## config.mk

```make
export PLATFORM = sky130hd
export DESIGN_NAME = aurora_reset_sequencer
export DESIGN_NICKNAME = d
export VERILOG_FILES = /design/src/rtl/aurora_rst_pkg.sv /design/src/rtl/aurora_rst_sync.sv /design/src/rtl/aurora_reset_sequencer.sv
export SDC_FILE = /design/constraint.sdc
export NUM_CORES = 1
export LEC_CHECK = 0
export CORE_MARGIN = 2
export CORE_UTILIZATION = 55
export CTS_CLUSTER_SIZE = 20
export DETAILED_ROUTE_END_ITERATION = 16
export PLACE_DENSITY = 0.73
export RECOVER_POWER = 100
export SLEW_MARGIN = 30
export SYNTH_ARGS = -nofsm -noshare
export SYNTH_HDL_FRONTEND = slang
export SYNTH_SLANG_ARGS = --single-unit
```

## constraint.sdc

```tcl
create_clock -name INIT_CLK -period 3.3 [get_ports INIT_CLK]
set_input_delay 0.66 -clock INIT_CLK [delete_from_list [all_inputs] [get_ports INIT_CLK]]
set_output_delay 0.66 -clock INIT_CLK [all_outputs]
set_load 0.01 [all_outputs]
```

## src/rtl/aurora_rst_pkg.sv

```systemverilog
// Shared state encodings and per-state output decode for the Aurora reset sequencer.
package aurora_rst_pkg;

  typedef enum logic [2:0] {
    S_PMA       = 3'd0,
    S_WAIT_PLL  = 3'd1,
    S_WAIT_MMCM = 3'd2,
    S_PB_HOLD   = 3'd3,
    S_WAIT_CHAN = 3'd4,
    S_UP        = 3'd5
  } state_e;

  // Output vector layout: {pma_init, reset_pb, tx_clk_clr, link_ready}
  localparam logic [3:0] OUT_PMA       = 4'b1110;
  localparam logic [3:0] OUT_WAIT_PLL  = 4'b0110;
  localparam logic [3:0] OUT_WAIT_MMCM = 4'b0100;
  localparam logic [3:0] OUT_PB_HOLD   = 4'b0100;
  localparam logic [3:0] OUT_WAIT_CHAN = 4'b0000;
  localparam logic [3:0] OUT_UP        = 4'b0001;

  // Unknown encodings decode like S_PMA so the pins stay in the safe reset posture.
  function automatic logic [3:0] out_decode(input state_e st);
    case (st)
      S_PMA:       out_decode = OUT_PMA;
      S_WAIT_PLL:  out_decode = OUT_WAIT_PLL;
      S_WAIT_MMCM: out_decode = OUT_WAIT_MMCM;
      S_PB_HOLD:   out_decode = OUT_PB_HOLD;
      S_WAIT_CHAN: out_decode = OUT_WAIT_CHAN;
      S_UP:        out_decode = OUT_UP;
      default:     out_decode = OUT_PMA;
    endcase
  endfunction

endpackage

```

## src/rtl/aurora_rst_sync.sv

```systemverilog
// Two-flop synchroniser bringing an asynchronous status bit into the init clock domain.
module aurora_rst_sync #(
  parameter logic RST_VAL = 1'b0
) (
  input  logic clk,
  input  logic rst,
  input  logic d_in,
  output logic d_out
);

  (* ASYNC_REG = "TRUE" *) logic meta_q;
  (* ASYNC_REG = "TRUE" *) logic sync_q;
  logic meta_d;
  logic sync_d;

  // Next-value selection for the two synchroniser stages.
  always_comb begin
    meta_d = d_in;
    sync_d = meta_q;
  end

  // Synchroniser flops; reset value is the "not ready" level of the signal.
  always_ff @(posedge clk) begin
    if (rst) begin
      meta_q <= RST_VAL;
      sync_q <= RST_VAL;
    end else begin
      meta_q <= meta_d;
      sync_q <= sync_d;
    end
  end

  assign d_out = sync_q;

endmodule

```

## src/rtl/aurora_reset_sequencer.sv

```systemverilog
// Aurora clocking/link bring-up sequencer in the INIT_CLK domain.
//
// state       | meaning
// ------------+-----------------------------------------------------------
// S_PMA       | hold PMA_INIT for PMA_INIT_CYCLES
// S_WAIT_PLL  | wait for GT PLL lock (bounded by LOCK_TIMEOUT_CYCLES)
// S_WAIT_MMCM | TX clock clear released, wait for MMCM lock (bounded)
// S_PB_HOLD   | keep RESET_PB high RESET_PB_CYCLES after MMCM lock
// S_WAIT_CHAN | RESET_PB released, wait for CHANNEL_UP (bounded)
// S_UP        | link ready; channel drop returns to S_WAIT_CHAN
module aurora_reset_sequencer
  import aurora_rst_pkg::*;
#(
  parameter int CNT_WIDTH              = 28,
  parameter int PMA_INIT_CYCLES        = 100000000,
  parameter int RESET_PB_CYCLES        = 128,
  parameter int LOCK_TIMEOUT_CYCLES    = 10000000,
  parameter int CHANNEL_TIMEOUT_CYCLES = 50000000,
  parameter int RETRY_WIDTH            = 8
) (
  input  logic                   INIT_CLK,
  input  logic                   INIT_RST,
  input  logic                   SOFT_RESET,
  input  logic                   GT_PLL_LOCKED,
  input  logic                   MMCM_NOT_LOCKED,
  input  logic                   CHANNEL_UP,
  output logic                   PMA_INIT,
  output logic                   RESET_PB,
  output logic                   TX_CLK_CLR,
  output logic                   LINK_READY,
  output logic [RETRY_WIDTH-1:0] RETRY_COUNT,
  output logic [2:0]             STATE
);

  localparam logic [CNT_WIDTH-1:0] PMA_LAST  = CNT_WIDTH'(PMA_INIT_CYCLES - 1);
  localparam logic [CNT_WIDTH-1:0] PB_LAST   = CNT_WIDTH'(RESET_PB_CYCLES - 1);
  localparam logic [CNT_WIDTH-1:0] LOCK_LAST = CNT_WIDTH'(LOCK_TIMEOUT_CYCLES - 1);
  localparam logic [CNT_WIDTH-1:0] CHAN_LAST = CNT_WIDTH'(CHANNEL_TIMEOUT_CYCLES - 1);

  logic gt_locked_s;
  logic mmcm_nl_s;
  logic chan_up_s;

  state_e                 state_q, state_d;
  logic [CNT_WIDTH-1:0]   cnt_q, cnt_d;
  logic [RETRY_WIDTH-1:0] retry_q, retry_d;
  logic [3:0]             out_q, out_d;
  logic                   fail;
  logic                   lock_lost;

  aurora_rst_sync #(.RST_VAL(1'b0)) u_sync_gt (
    .clk(INIT_CLK), .rst(INIT_RST), .d_in(GT_PLL_LOCKED), .d_out(gt_locked_s)
  );

  aurora_rst_sync #(.RST_VAL(1'b1)) u_sync_mmcm (
    .clk(INIT_CLK), .rst(INIT_RST), .d_in(MMCM_NOT_LOCKED), .d_out(mmcm_nl_s)
  );

  aurora_rst_sync #(.RST_VAL(1'b0)) u_sync_chan (
    .clk(INIT_CLK), .rst(INIT_RST), .d_in(CHANNEL_UP), .d_out(chan_up_s)
  );

  // Next-state, counter, retry and registered-output decode.
  always_comb begin
    state_d   = state_q;
    fail      = 1'b0;
    lock_lost = !gt_locked_s || mmcm_nl_s;

    if (SOFT_RESET) begin
      state_d = S_PMA;
    end else begin
      case (state_q)
        S_PMA: begin
          if (cnt_q == PMA_LAST) state_d = S_WAIT_PLL;
        end
        S_WAIT_PLL: begin
          if (gt_locked_s)             state_d = S_WAIT_MMCM;
          else if (cnt_q == LOCK_LAST) fail    = 1'b1;
        end
        S_WAIT_MMCM: begin
          if (!mmcm_nl_s)              state_d = S_PB_HOLD;
          else if (cnt_q == LOCK_LAST) fail    = 1'b1;
        end
        S_PB_HOLD: begin
          if (lock_lost)             fail    = 1'b1;
          else if (cnt_q == PB_LAST) state_d = S_WAIT_CHAN;
        end
        S_WAIT_CHAN: begin
          if (lock_lost)               fail    = 1'b1;
          else if (chan_up_s)          state_d = S_UP;
          else if (cnt_q == CHAN_LAST) fail    = 1'b1;
        end
        S_UP: begin
          if (lock_lost)       fail    = 1'b1;
          else if (!chan_up_s) state_d = S_WAIT_CHAN;
        end
        default: fail = 1'b1;
      endcase
    end

    if (fail) state_d = S_PMA;

    // Soft reset re-enters S_PMA even from S_PMA, so it restarts the count too.
    cnt_d   = (SOFT_RESET || (state_d != state_q)) ? '0 : cnt_q + CNT_WIDTH'(1);
    retry_d = (fail && (retry_q != '1)) ? retry_q + RETRY_WIDTH'(1) : retry_q;
    out_d   = out_decode(state_d);
  end

  // State, counter, retry and output registers share one edge so outputs track STATE.
  always_ff @(posedge INIT_CLK) begin
    if (INIT_RST) begin
      state_q <= S_PMA;
      cnt_q   <= '0;
      retry_q <= '0;
      out_q   <= OUT_PMA;
    end else begin
      state_q <= state_d;
      cnt_q   <= cnt_d;
      retry_q <= retry_d;
      out_q   <= out_d;
    end
  end

  assign PMA_INIT    = out_q[3];
  assign RESET_PB    = out_q[2];
  assign TX_CLK_CLR  = out_q[1];
  assign LINK_READY  = out_q[0];
  assign RETRY_COUNT = retry_q;
  assign STATE       = state_q;

endmodule

```

==> results.txt <==
- Area of the core: ~4700 sq um
- Before antenna repair, the detailed router went through 4 iterations.
* Part of the Yosys area used for sequential elements: a little under two fifths
- Port buffer count: 20
* Synthesized area per cell: between 8 and 9 sq um
- The floorplan has 25 rows.
- Inserted Clock Buffers: 5
- Number of enable flip-flop cells after synthesis: 0
* Cell area after layout: around 2900 sq um
- Sequential share of power: between 60% and 70%
- The endpoint identified for the worst register-to-register timing path is cnt_q[6].
- The startpoint identified for the worst register-to-register timing path is cnt_q[0].
- Number of I/O pins: 21
- Vias in the first global route: a little over 2000
- In this run the cell area of the synthesized design comes to 2660 sq um.
* Post-cts hold buffer count: 0
* Leak pwr: about 1.1 nW
* FMAX: ~340 MHz
- Total Wirelength: 5770 microns
- Area enclosed by the die boundary: about 5400 sq um
- CTS tree: yes
- Data arrival time of the critical path: between 3000 and 4000 ps
- Count of different cell masters after synthesis: 50
* Ordered cell list for the critical path: dlygate4sd3_1, nor4bb_1, nand4_1, nor4_1, a211oi_2, or4_1, buf_4, a21oi_1
* Largest net degree at the start of global routing: 29
- Horizontal extent of the die: roughly 74 microns
* RSZ-0062 raised after global routing: false
- No sink is reached through more buffers than the 2 on the longest clock path.
- The tool flagged a number of max-cap violations equal to 0.
- The worst setup path is of the input port to flip-flop kind.
- In this run the worst path has a maximum fanout of 28.
- Minimum setup slack after placement: 282 ps
* Worst relative slew slack: approximately half
* Combinational share of power: under 10%
* Final hold violation count: 0
* Antenna diodes: 0
- DRT iter0 DRCs: 190
- Final setup violation count: 0
- Once the clock tree was built, the setup fixing pass inserted 0 buffers.
- The internal portion of the total power is ~0.00076 W.
* CP top delay family: simple AND/OR/NAND/NOR gates
- Clock tree synthesis selected as its root buffer the cell clkbuf_8.
- CTS saw roughly 50 sinks.
- The clock arrives with 12.2 ps of skew.
- Ranked by total cell area, the synthesized netlist is headed by dfxtp_1 37%, nand2_1 6.2%, a21oi_2 5.9%.
* Worst Setup Start Kind: input port
* Latest clock arrival within the worst-skew pair: roughly 310 ps
* Peak VDD IR: 0.225 mV
- Antenna-violating nets left: 0
- The worst setup path is captured at a flip-flop.
- Flip-flop and latch count after synthesis: approximately 50
- At the end of routability-driven placement, the weighted congestion stood at between 0.8 and 0.9.
- The number of max-slew violations in the final report was 0.
- For the pin with the worst max-slew slack, the measured transition is a little under 800 ps.
- Hold Crit Start: u_sync_mmcm.meta_q
- Crit path largest cell delay: 640 ps
* Reg clk slew, reported paths: ~100 ps
- In this run the power density over the cells is 341 nW/um^2.
- Via/cell ratio: roughly 5.9
- Final Net Count: 335
- Detailed placement finished with a half-perimeter wire length of slightly below 4000 microns.
* Count leader, synth: dfxtp_1
- Drc violations: 0
- For this block, the via count after detailed routing is about 2300.
* Reg2reg path depth: 8
- Across every metal layer, demand over resource in global routing totals between 20% and 30%.
- Synthesized Nets: roughly 320
- WL/cell: between 15 and 20 microns
- # H-tree levels: 2
- Post-cts gate resize count: 0
* Share of the clock period used by the worst path after layout: between 80% and 90%
* Ys flop type: dfxtp_1
- Sw power: about 0.00022 W
- Post-placement cell area: around 2900 sq um
* End point of the most critical hold path: u_sync_mmcm.d_out
- Cells on Worst Hold Path: 1
* Async SR Flop Fraction: 0%
- After technology mapping, the gate count stands at 310.
- Data on the critical path is required at its endpoint by roughly 3500 ps.
- Summed over all instances, the cell type with the most area after synthesis is dfxtp_1.
- The worst path meets setup with roughly 400 ps of slack.
* Setup Total Neg Slack: 0 ps
* Number of buffers and inverters on the critical path: 2
* Area growth from synthesis to final layout: 8.52%
- Initial standard-cell utilization of the core: between 50% and 60%
- The number of antenna violations at the first check in global routing was 0.
- On the critical path, the stage with the largest delay is an instance of dlygate4sd3_1.
- Cells with a size suffix above 1 make up 7.93% of the layout.
- The run finished with clean final reports.
- Top cells by count, synth: 49 x dfxtp_1, 44 x nand2_1, 18 x a21oi_2
- Height of the die: 73.5 microns
- Classification of the worst-slack hold path: flip-flop to flip-flop
- The total overflow left after global routing is 0.
- Wire length of the first global-routing pass: approximately 10000 microns
* Reg-to-reg setup timing slack: 570 ps
- Net switching is approximately 23% of the power.
* Synth top area share: 36.9%
* Clock power share: between 30% and 40%
- Synthesis Warnings: 0
* Min Clock Period, post-route: about 2900 ps
==> kinds of logic after synthesis <==
logic type | count (synthesis) | share of synthesized area [%]
adders and majority gates | 2 | 0.941
and+or+nand+nor | 151 | 31.4
muxes | 2 | 0.847
DFF | 49 | 36.9
buffers and inverters | 20 | 4.52
xor gates and xnor gates | 26 | 8.57
AOI/OAI and AO/OA | 60 | 16.9
==> stage by stage <==
stage                     util [%]  hold slack [ps]  instances  power (W)
after floorplan                  -              389        310   0.000629
after global routing          61.5              451        382    0.00102
after CTS                     63.4              420        382   0.000998
after global placement        61.4              391        374   0.000642
final                         61.5              417        382   0.000983
after detailed placement      61.4              399        374   0.000642
==> how the worst max path moves through the flow <==
stage                           from         to  slack [ps]  cells past startpoint
after floorplan             cnt_q[0]  cnt_q[20]        1040                     10
after global placement    SOFT_RESET   cnt_q[5]         370                      8
after detailed placement  SOFT_RESET   cnt_q[5]         280                      8
after CTS                   cnt_q[0]   cnt_q[5]         540                      8
after global routing      SOFT_RESET  cnt_q[27]         240                      8
final                     SOFT_RESET   cnt_q[6]         400                      8
==> metal layers <==
layer / global-route usage, % / wire length, microns / part of all wire (%) / vias up
met5: 0 / 0 / 0 / -
met4: 6.06 / 32 / 0.55 / 0
met3: 4.12 / 292 / 5.1 / 4
met2: 35.1 / 2580 / 45 / 69
met1: 32.9 / 2860 / 50 / 1039
li1: - / - / - / 1144
==> final cells by class <==
type	count	area (sq um)
fillers	432	1810
clock buffers	5	68.8
clock inverters	3	22.5
repair buffers	24	239
flip-flops and latches	49	981
well taps	54	67.6
multi-input cells	241	1480
inverters	6	22.5
==> flip-flops by register name, summed over array words and instances, names as in the netlist <==
register,count
u_sync_gt.d_out,1
u_sync_gt.meta_q,1
u_sync_chan.d_out,1
u_sync_mmcm.d_out,1
STATE,3
u_sync_chan.meta_q,1
out_q,4
cnt_q,28
RETRY_COUNT,8
u_sync_mmcm.meta_q,1
==> layout by cell type, fill, tap and decap left out, types with 10 or more instances in the layout <==
cell type | Yosys | final
dfxtp_1 | 49 | 49
nand2_1 | 44 | 44
a21oi_1 | 16 | 32
xor2_1 | 17 | 17
dlygate4sd3_1 | 0 | 17
nor2_1 | 14 | 14
nand3_1 | 13 | 13
nor3_1 | 12 | 12
nand4_1 | 11 | 11
nor4_1 | 9 | 10
==> worst register-to-register path, delay by kind of cell, from the launching register on <==
| family | cells | cell delay (ps) |
|---|---|---|
| adders and majority gates | 1 | 210 |
| AOI/OAI and AO/OA | 2 | 370 |
| DFF | 1 | 380 |
| buffers and inverters | 1 | 250 |
| and+or+nand+nor | 4 | 1440 |
==> power by group through the flow <==
stage                     clock [W]  sequential (W)  combinational (W)
after floorplan                   0        0.000611          0.0000176
after global placement            0        0.000612          0.0000297
after detailed placement          0        0.000612          0.0000302
after CTS                  0.000370        0.000598          0.0000302
after global routing       0.000388        0.000599          0.0000325
final                      0.000356        0.000598          0.0000290
Note: power is estimated with default switching activity, not from simulation.
